--- src/rtl/bitonic_sort8_asc.sv ---
// Sequential 8-element bitonic sorter, ascending output order.
// One bitonic stage (four compare-exchange pairs) is applied per clock over six SORT cycles.
module bitonic_sort8_asc #(
    parameter int WIDTH = 8
) (
    input  logic             clk,
    input  logic             rst_n,
    input  logic             in_valid,
    input  logic [WIDTH-1:0] in_data,
    output logic             in_ready,
    output logic             out_valid,
    output logic [WIDTH-1:0] out_data,
    output logic             done
);

    typedef enum logic [1:0] {
        IDLE = 2'd0,
        LOAD = 2'd1,
        SORT = 2'd2,
        OUT  = 2'd3
    } state_t;

    state_t           state_q, state_d;
    logic [WIDTH-1:0] r_q [8];
    logic [WIDTH-1:0] r_d [8];
    logic [WIDTH-1:0] net_s [8];
    logic [2:0]       cnt_q, cnt_d;
    logic [2:0]       stage_q, stage_d;
    logic [2:0]       k_q, k_d;
    logic             out_valid_q, out_valid_d;
    logic [WIDTH-1:0] out_data_q, out_data_d;
    logic             done_q, done_d;

    logic [3:0]       size_s;
    logic [2:0]       dist_s;
    logic [2:0]       idx_s;
    logic [2:0]       partner_s;
    logic [2:0]       lo_s;
    logic [2:0]       hi_s;
    logic             asc_s;
    logic             swap_s;
    logic             capture_s;

    // Unsigned compare-exchange decision; equal values never swap.
    function automatic logic cx_swap(input logic [WIDTH-1:0] lo_val,
                                     input logic [WIDTH-1:0] hi_val,
                                     input logic             asc);
        logic result;
        if (asc) begin
            result = (lo_val > hi_val);
        end else begin
            result = (lo_val < hi_val);
        end
        return result;
    endfunction

    assign in_ready  = (state_q == IDLE) || (state_q == LOAD);
    assign capture_s = in_valid && in_ready;
    assign out_valid = out_valid_q;
    assign out_data  = out_data_q;
    assign done      = done_q;

    // Stage (size, dist) lookup and the one-stage compare-exchange network.
    always_comb begin
        size_s    = 4'd8;
        dist_s    = 3'd1;
        idx_s     = 3'd0;
        partner_s = 3'd0;
        lo_s      = 3'd0;
        hi_s      = 3'd0;
        asc_s     = 1'b1;
        swap_s    = 1'b0;
        case (stage_q)
            3'd0:    begin size_s = 4'd2; dist_s = 3'd1; end
            3'd1:    begin size_s = 4'd4; dist_s = 3'd2; end
            3'd2:    begin size_s = 4'd4; dist_s = 3'd1; end
            3'd3:    begin size_s = 4'd8; dist_s = 3'd4; end
            3'd4:    begin size_s = 4'd8; dist_s = 3'd2; end
            3'd5:    begin size_s = 4'd8; dist_s = 3'd1; end
            default: begin size_s = 4'd8; dist_s = 3'd1; end
        endcase
        // Each element finds its pair's lower index; direction depends only on that index.
        for (int j = 0; j < 8; j++) begin
            idx_s     = 3'(j);
            partner_s = idx_s ^ dist_s;
            lo_s      = idx_s & ~dist_s;
            hi_s      = idx_s | dist_s;
            asc_s     = (({1'b0, lo_s} & size_s) == 4'd0);
            swap_s    = cx_swap(r_q[lo_s], r_q[hi_s], asc_s);
            net_s[j]  = swap_s ? r_q[partner_s] : r_q[idx_s];
        end
    end

    // Next-state and next-output logic for the IDLE/LOAD/SORT/OUT sequence.
    always_comb begin
        state_d     = state_q;
        r_d         = r_q;
        cnt_d       = cnt_q;
        stage_d     = stage_q;
        k_d         = k_q;
        out_valid_d = 1'b0;
        out_data_d  = out_data_q;
        done_d      = 1'b0;
        case (state_q)
            IDLE: begin
                if (capture_s) begin
                    r_d[0]  = in_data;
                    cnt_d   = 3'd1;
                    state_d = LOAD;
                end else begin
                    cnt_d   = 3'd0;
                end
            end
            LOAD: begin
                if (capture_s) begin
                    r_d[cnt_q] = in_data;
                    cnt_d      = cnt_q + 3'd1;
                    if (cnt_q == 3'd7) begin
                        state_d = SORT;
                        stage_d = 3'd0;
                    end else begin
                        state_d = LOAD;
                    end
                end else begin
                    cnt_d = cnt_q;
                end
            end
            SORT: begin
                r_d = net_s;
                if (stage_q == 3'd5) begin
                    state_d = OUT;
                    stage_d = 3'd0;
                    k_d     = 3'd0;
                end else begin
                    stage_d = stage_q + 3'd1;
                end
            end
            OUT: begin
                // done_q marks the last element already presented: leave on the next edge.
                if (done_q) begin
                    state_d = IDLE;
                    k_d     = 3'd0;
                end else begin
                    out_valid_d = 1'b1;
                    out_data_d  = r_q[k_q];
                    done_d      = (k_q == 3'd7);
                    k_d         = k_q + 3'd1;
                end
            end
            default: begin
                state_d = IDLE;
            end
        endcase
    end

    // State, sample array, counters and registered outputs.
    always_ff @(posedge clk or negedge rst_n) begin
        if (!rst_n) begin
            state_q     <= IDLE;
            for (int i = 0; i < 8; i++) begin
                r_q[i] <= '0;
            end
            cnt_q       <= 3'd0;
            stage_q     <= 3'd0;
            k_q         <= 3'd0;
            out_valid_q <= 1'b0;
            out_data_q  <= '0;
            done_q      <= 1'b0;
        end else begin
            state_q     <= state_d;
            r_q         <= r_d;
            cnt_q       <= cnt_d;
            stage_q     <= stage_d;
            k_q         <= k_d;
            out_valid_q <= out_valid_d;
            out_data_q  <= out_data_d;
            done_q      <= done_d;
        end
    end

endmodule

--- config.mk ---
export PLATFORM = sky130hd
export DESIGN_NAME = bitonic_sort8_asc
export DESIGN_NICKNAME = d
export VERILOG_FILES = /design/src/rtl/bitonic_sort8_asc.sv
export SDC_FILE = /design/constraint.sdc
export NUM_CORES = 1
export LEC_CHECK = 0
export ABC_AREA = 1
export BUFFER_PORTS_ARGS = -buffer_cell sky130_fd_sc_hd__buf_2
export CAP_MARGIN = 10
export CORE_ASPECT_RATIO = 0.5
export CORE_UTILIZATION = 50
export CTS_BUF_LIST = sky130_fd_sc_hd__clkbuf_8
export CTS_CLUSTER_SIZE = 28
export DETAILED_ROUTE_END_ITERATION = 10
export PLACE_DENSITY_LB_ADDON = 0.3
export SLEW_MARGIN = 20
export SYNTH_ARGS = -nofsm -noshare
export SYNTH_HDL_FRONTEND = slang
export SYNTH_SLANG_ARGS = --single-unit
--- constraint.sdc ---
create_clock -name clk -period 5.3 [get_ports clk]
set_input_delay 0.53 -clock clk [delete_from_list [all_inputs] [get_ports clk]]
set_output_delay 0.53 -clock clk [all_outputs]
set_load 0.1 [all_outputs]
Yosys cells after proc, flatten, opt, wreduce, memory -nomap -nowiden
Cells that the tools add are included.
{"block": "classes", "bitwise": 37, "muxes": 107, "n_addsub": 3, "order_cmp": 38, "reduce_logical": 31, "eq_ne": 23}
{"cell": "8-bit binary-select mux with 3-bit select", "count": 21}
{"cell": "8-bit two-way mux", "count": 52}
{"cell": "56-bit case mux with 2 select lines", "count": 1}
{"cell": "4-bit greater-or-equal comparator (second input constant)", "count": 22}
{"cell": "3-bit NOT with 4-bit output", "count": 19}
{"cell": "64-bit bitwise mux", "count": 1}
{"cell": "8-bit > comparator", "count": 8}
{"cell": "64-bit two-way mux", "count": 1}
{"cell": "8-bit less-than comparator", "count": 7}
{"cell": "4-bit logical NOT", "count": 7}
{"cell": "8-bit demux with 3-bit select", "count": 1}
{"cell": "2-bit != test (second input constant)", "count": 12}
{"cell": "3-bit case mux with 2 select lines", "count": 4}
{"cell": "8-bit case mux with 3 select lines", "count": 1}
{"cell": "3-bit AND reduction", "count": 8}
{"cell": "3-bit two-way mux", "count": 6}
{"cell": "3-bit by 4-bit bitwise AND with 4-bit output", "count": 4}
{"cell": "3-bit equality test (second input constant)", "count": 4}
{"cell": "1-bit two-way mux", "count": 12}
{"cell": "2-bit two-way mux", "count": 5}
{"cell": "3-bit by 1-bit adder with 3-bit output (second input constant)", "count": 3}
{"cell": "2-bit by 4-bit bitwise AND with 4-bit output", "count": 2}
{"cell": "2-bit NOT with 4-bit output", "count": 2}
{"cell": "2-bit case mux with 4 select lines", "count": 1}
{"cell": "other kinds (21)", "count": 35}
{"block": "totals", "output_inout_bits": 11, "input_bits": 11, "register_bits": 85}

Logic depth before layout (Yosys ltp)
{"block": "logic_depth", "word_depth": 12, "ltp_mapped": 26, "mapped_depth_nobuf": 23}

Worst setup path before layout
OpenSTA, ideal clock, no wires.
{"block": "synth_timing", "path_type": "register to register", "from": "register stage_q[0]", "to": "register r_q[42] in the netlist's numbering", "t_arrival_ns": 2.945, "n_path_buf": 5, "path_stages_with_launch": 22, "slack_ns": 2.239, "required_ns": 5.183, "cell_sequence": "dfrtp_1 > nand2_1 > inv_1 > ha_1 > buf_2 > inv_2 > buf_4 > buf_2 > buf_2 > buf_2 > nand3_1 > o21ai_0 > ha_1 > a21o_1 > nor2_1 > nand2_1 > nand2_1 > nand3_1 > nand2_2 > inv_1 > nor2_1 > nor2_1"}
{"block": "synth_between", "elab_chain_cells": 12}
{"item": "start, declared", "line": "28", "rtl": "logic [2:0] stage_q, stage_d;"}
{"item": "start signal, assigned", "line": "173", "rtl": "stage_q <= stage_d;"}
{"item": "3-bit equality test or 3-bit by 1-bit equality test with 1-bit output (tied branches)", "line": "73", "rtl": "case (stage_q)"}
{"item": "2-bit OR reduction (no source line)"}
{"item": "3-bit case mux with 2 select lines", "line": "73"}
{"item": "3-bit NOT"}
{"item": "2-bit NOT with 4-bit output (not written as such)", "line": "89", "rtl": "swap_s = cx_swap(r_q[lo_s], r_q[hi_s], asc_s);"}
{"item": "8-bit binary-select mux with 3-bit select", "line": "89"}
{"item": "8-bit two-way mux (not written as such) (2 in series)", "line": "89"}
{"item": "8-bit less-than comparator or 8-bit > comparator (tied branches)", "line": "52, 50"}
{"item": "1-bit two-way mux", "line": "49", "rtl": "if (asc) begin"}
{"item": "2-bit != test (no source line)"}
{"item": "3-bit AND reduction (no source line)"}
{"item": "end signal, assigned", "line": "171", "rtl": "r_q <= r_d;"}
{"item": "end, declared", "line": "24", "rtl": "logic [WIDTH-1:0] r_q [8];"}
Several ways; a longest one is shown, not always the timed one. The select of a mux whose other input is x is not followed.
A chain may end at the register's enable or synchronous reset.

Worst setup path after layout
{"block": "layout_timing", "from": "register stage_q[0]", "to": "register r_q[41] in the netlist's numbering"}
Same word-level chain as after synthesis.

==> flow_metrics.tcl <==
set metrics [dict create \
    outcome "finished, final reports clean" \
    crit_family "simple AND/OR/NAND/NOR gates" \
    cts_made_buffers 9 \
    switchingPower_mw 2.93 \
    pwr-share-clk_pct 10.7 \
    ir_drop_mv 0.396 \
    final_common_cell "nand2_1" \
    worstMarginPinSlew_ps 1030 \
    io_pins 22 \
    cts_tree "done" \
    first_pass_iters 7 \
    gp_congestion 1.02 \
    insertedDiodeCount 0 \
    relSlewSlack_pct 31.5 \
    path_cells "nand2_1 -> inv_1 -> ha_4 -> inv_4 -> nand2_4 -> nand2_1 -> nand3_1 -> o21ai_0 -> ha_1 -> a21oi_1 -> nor2_1 -> nor2_1 -> nand2_1 -> nand2_1 -> nand3_1 -> nand2_2 -> inv_1 -> nor2_1 -> nor2_1" \
    maxSlewViolCount 0 \
    cp_data_required_time_ps 5570 \
    postCtsSetupBuffers 0 \
    initialDrtViolationCount 1915 \
    hold_slack_ps 114 \
    final_cell_mix "545 x nand2_1, 246 x nand3_1, 147 x inv_1, 129 x nor2_1, 125 x o21ai_0" \
    p_seq_share_pct 24.2 \
    grt_pass1_vias 10400 \
    synth.distinct_cells 40 \
    viasPerCell 6.18 \
    routedWlPerCell_um 20.9 \
    hold_class "primary input to asynchronous set/reset pin" \
    max_freq_mhz 245 \
    cap_violations 0 \
    antenna_found_initial 0 \
    fin_nets 1737 \
    grt_pass1_wl_um 60300 \
    period_share_pct 77.0 \
    pwr-share-comb_pct 65.1 \
    ys_seq_area_share_pct 21.5 \
    rows 35 \
    cp_slowest_cell "nand2_4" \
    path_class "register to register" \
    clkTransAtPathRegs_ps 110 \
    drc 0 \
    cp-end-kind "register" \
    core_um2 18900 \
    setup_viol 0 \
    insertion_delay_ps 390 \
    synth_seq_cells 85 \
    dr_total_vias 11900 \
    syn_area_um2 9880 \
    sw_frac_of_total_pct 57.5 \
    rsz0062_at_grt "false" \
    dieArea_um2 20400 \
    clk_path_buf_depth 2 \
    grtUsageTotal_pct 39.2 \
    routed_wl_um 40100 \
    tns_ps 0 \
    cts_hold_buf 0 \
    syn-num-nets 1769 \
    htree_levels 3 \
    path_buf_inv 3 \
    syn2layout_area_growth_pct 3.80 \
    p_leak_nw 5.30 \
    worstSetupStartpointType "register" \
    die_w_um 201 \
    dp_hpwl_um 30500 \
    antenna_left 0 \
    clock_skew_ps 23.9 \
    start_util_pct 52.4 \
    power_density_nw_per_um2 497 \
    grt_max_degree 148 \
    syn_inst 1685 \
    die_h_um 101 \
    drive_above_1_share_pct 5.55 \
    ctsResizeCount 0 \
    grt_overflow_total 0 \
    avgSynthCellArea_um2 5.86 \
    root_buffer "clkbuf_8" \
    io_buffers 21 \
    dpl_cell_area_um2 10000 \
    cp_max_fo 51 \
    critPathMaxStageDelay_ps 530 \
    finalInstanceArea_um2 10300 \
    cts.sinks 85 \
    synth_warnings 0 \
    fin_crit_ps 4080 \
    crit_arrival_ps 4350 \
    report.final.hold_viol_count 0 \
    intPower_mw 2.16 \
]
==> synthesized netlist by cell type <==
library cell / instances / area (µm²)
nand3_1: 246 / 1230
a21oi_1: 123 / 616
nand2_2: 10 / 62.6
or2_1: 1 / 6.26
nor3_1: 1 / 5.00
o21ai_0: 125 / 626
buf_2: 37 / 185
inv_1: 146 / 548
o21a_1: 14 / 105
a31oi_1: 6 / 37.5
o311ai_0: 4 / 35.0
dfrtp_1: 85 / 2130
clkbuf_1: 26 / 97.6
inv_2: 11 / 41.3
nand2_1: 545 / 2050
o211ai_1: 7 / 52.6
nor3_2: 2 / 20.0
and2_1: 19 / 119
a31o_2: 1 / 8.76
clkinv_1: 5 / 18.8
nand2_4: 2 / 22.5
nor2_2: 1 / 6.26
buf_1: 2 / 7.51
o21bai_1: 1 / 7.51
nand4_1: 4 / 25.0
o21bai_2: 1 / 11.3
o21ai_1: 23 / 115
ha_1: 73 / 913
buf_4: 11 / 82.6
a21oi_4: 1 / 16.3
o221ai_1: 3 / 26.3
nor2_1: 129 / 484
buf_6: 5 / 56.3
or2_2: 1 / 6.26
o22ai_1: 3 / 18.8
a21oi_2: 3 / 26.3
o21ai_2: 2 / 17.5
a22oi_1: 1 / 7.51
a21o_1: 3 / 22.5
nand3_2: 2 / 20.0
==> path summary, 6_finish.rpt <==
check,start,to,slack [ps],cells past startpoint
max in group asynchronous,rst_n,r_q[54],4070,2
setup / recovery,stage_q[0],r_q[41],1220,19
setup reg to reg,stage_q[0],r_q[41],1220,19
hold reg to reg,r_q[54],r_q[54],490,2
hold / removal,rst_n,r_q[5],110,1
min in group clk,in_valid,cnt_q[2],440,3
==> state kept, by name (all words and copies together) (netlist names), named ones only <==
register,count
r_q,64
out_data,8
cnt_q,3
k_q,3
stage_q,3
done,1
out_valid,1
state_q,1
==> per-stage QoR <==
step	instances	power [mW]	utilization (%)	setup slack, ps
floorplan	1685	3.41	-	2240
global placement	1901	4.34	53.2	1520
detailed placement	1901	4.39	53.2	1440
CTS	1917	4.94	54.3	1430
global route	1917	5.47	54.3	973
finish	1917	5.09	54.3	1220
==> layer usage <==
layer | share of wire [%] | global-route usage (%)
met2 | 39 | 56.5
met3 | 16 | 12.5
met5 | 0 | 0
met1 | 42 | 55.5
met4 | 2.9 | 11.9
==> cell type report <==
| class | instances | area (µm²) |
|---|---|---|
| sequential | 85 | 2130 |
| multi-input combinational | 1357 | 6730 |
| inverter | 162 | 611 |
| clock buffer | 9 | 124 |
| timing repair buffer | 38 | 248 |
| fill | 1919 | 8620 |
| tap | 259 | 324 |
| clock inverter | 7 | 91.3 |
==> power by group through the flow <==
stage                     Sequential [mW]  Clock, mW  Combinational, mW
after global routing                 1.24      0.561               3.67
after global placement               1.21          0               3.13
final                                1.23      0.544               3.32
after detailed placement             1.21          0               3.18
after floorplan                      1.17          0               2.24
after CTS                            1.20      0.544               3.20
==> cell families (layout without fill, tap and decap cells) <==
logic type	Yosys count	after routing	share of synthesized area [%]
compound gates	321	321	17.7
fa+ha+maj	73	73	9.24
buf+inv	243	216	10.5
flops	85	85	21.5
simple gates	963	963	41.0
Power figures use the tool's default switching activity.
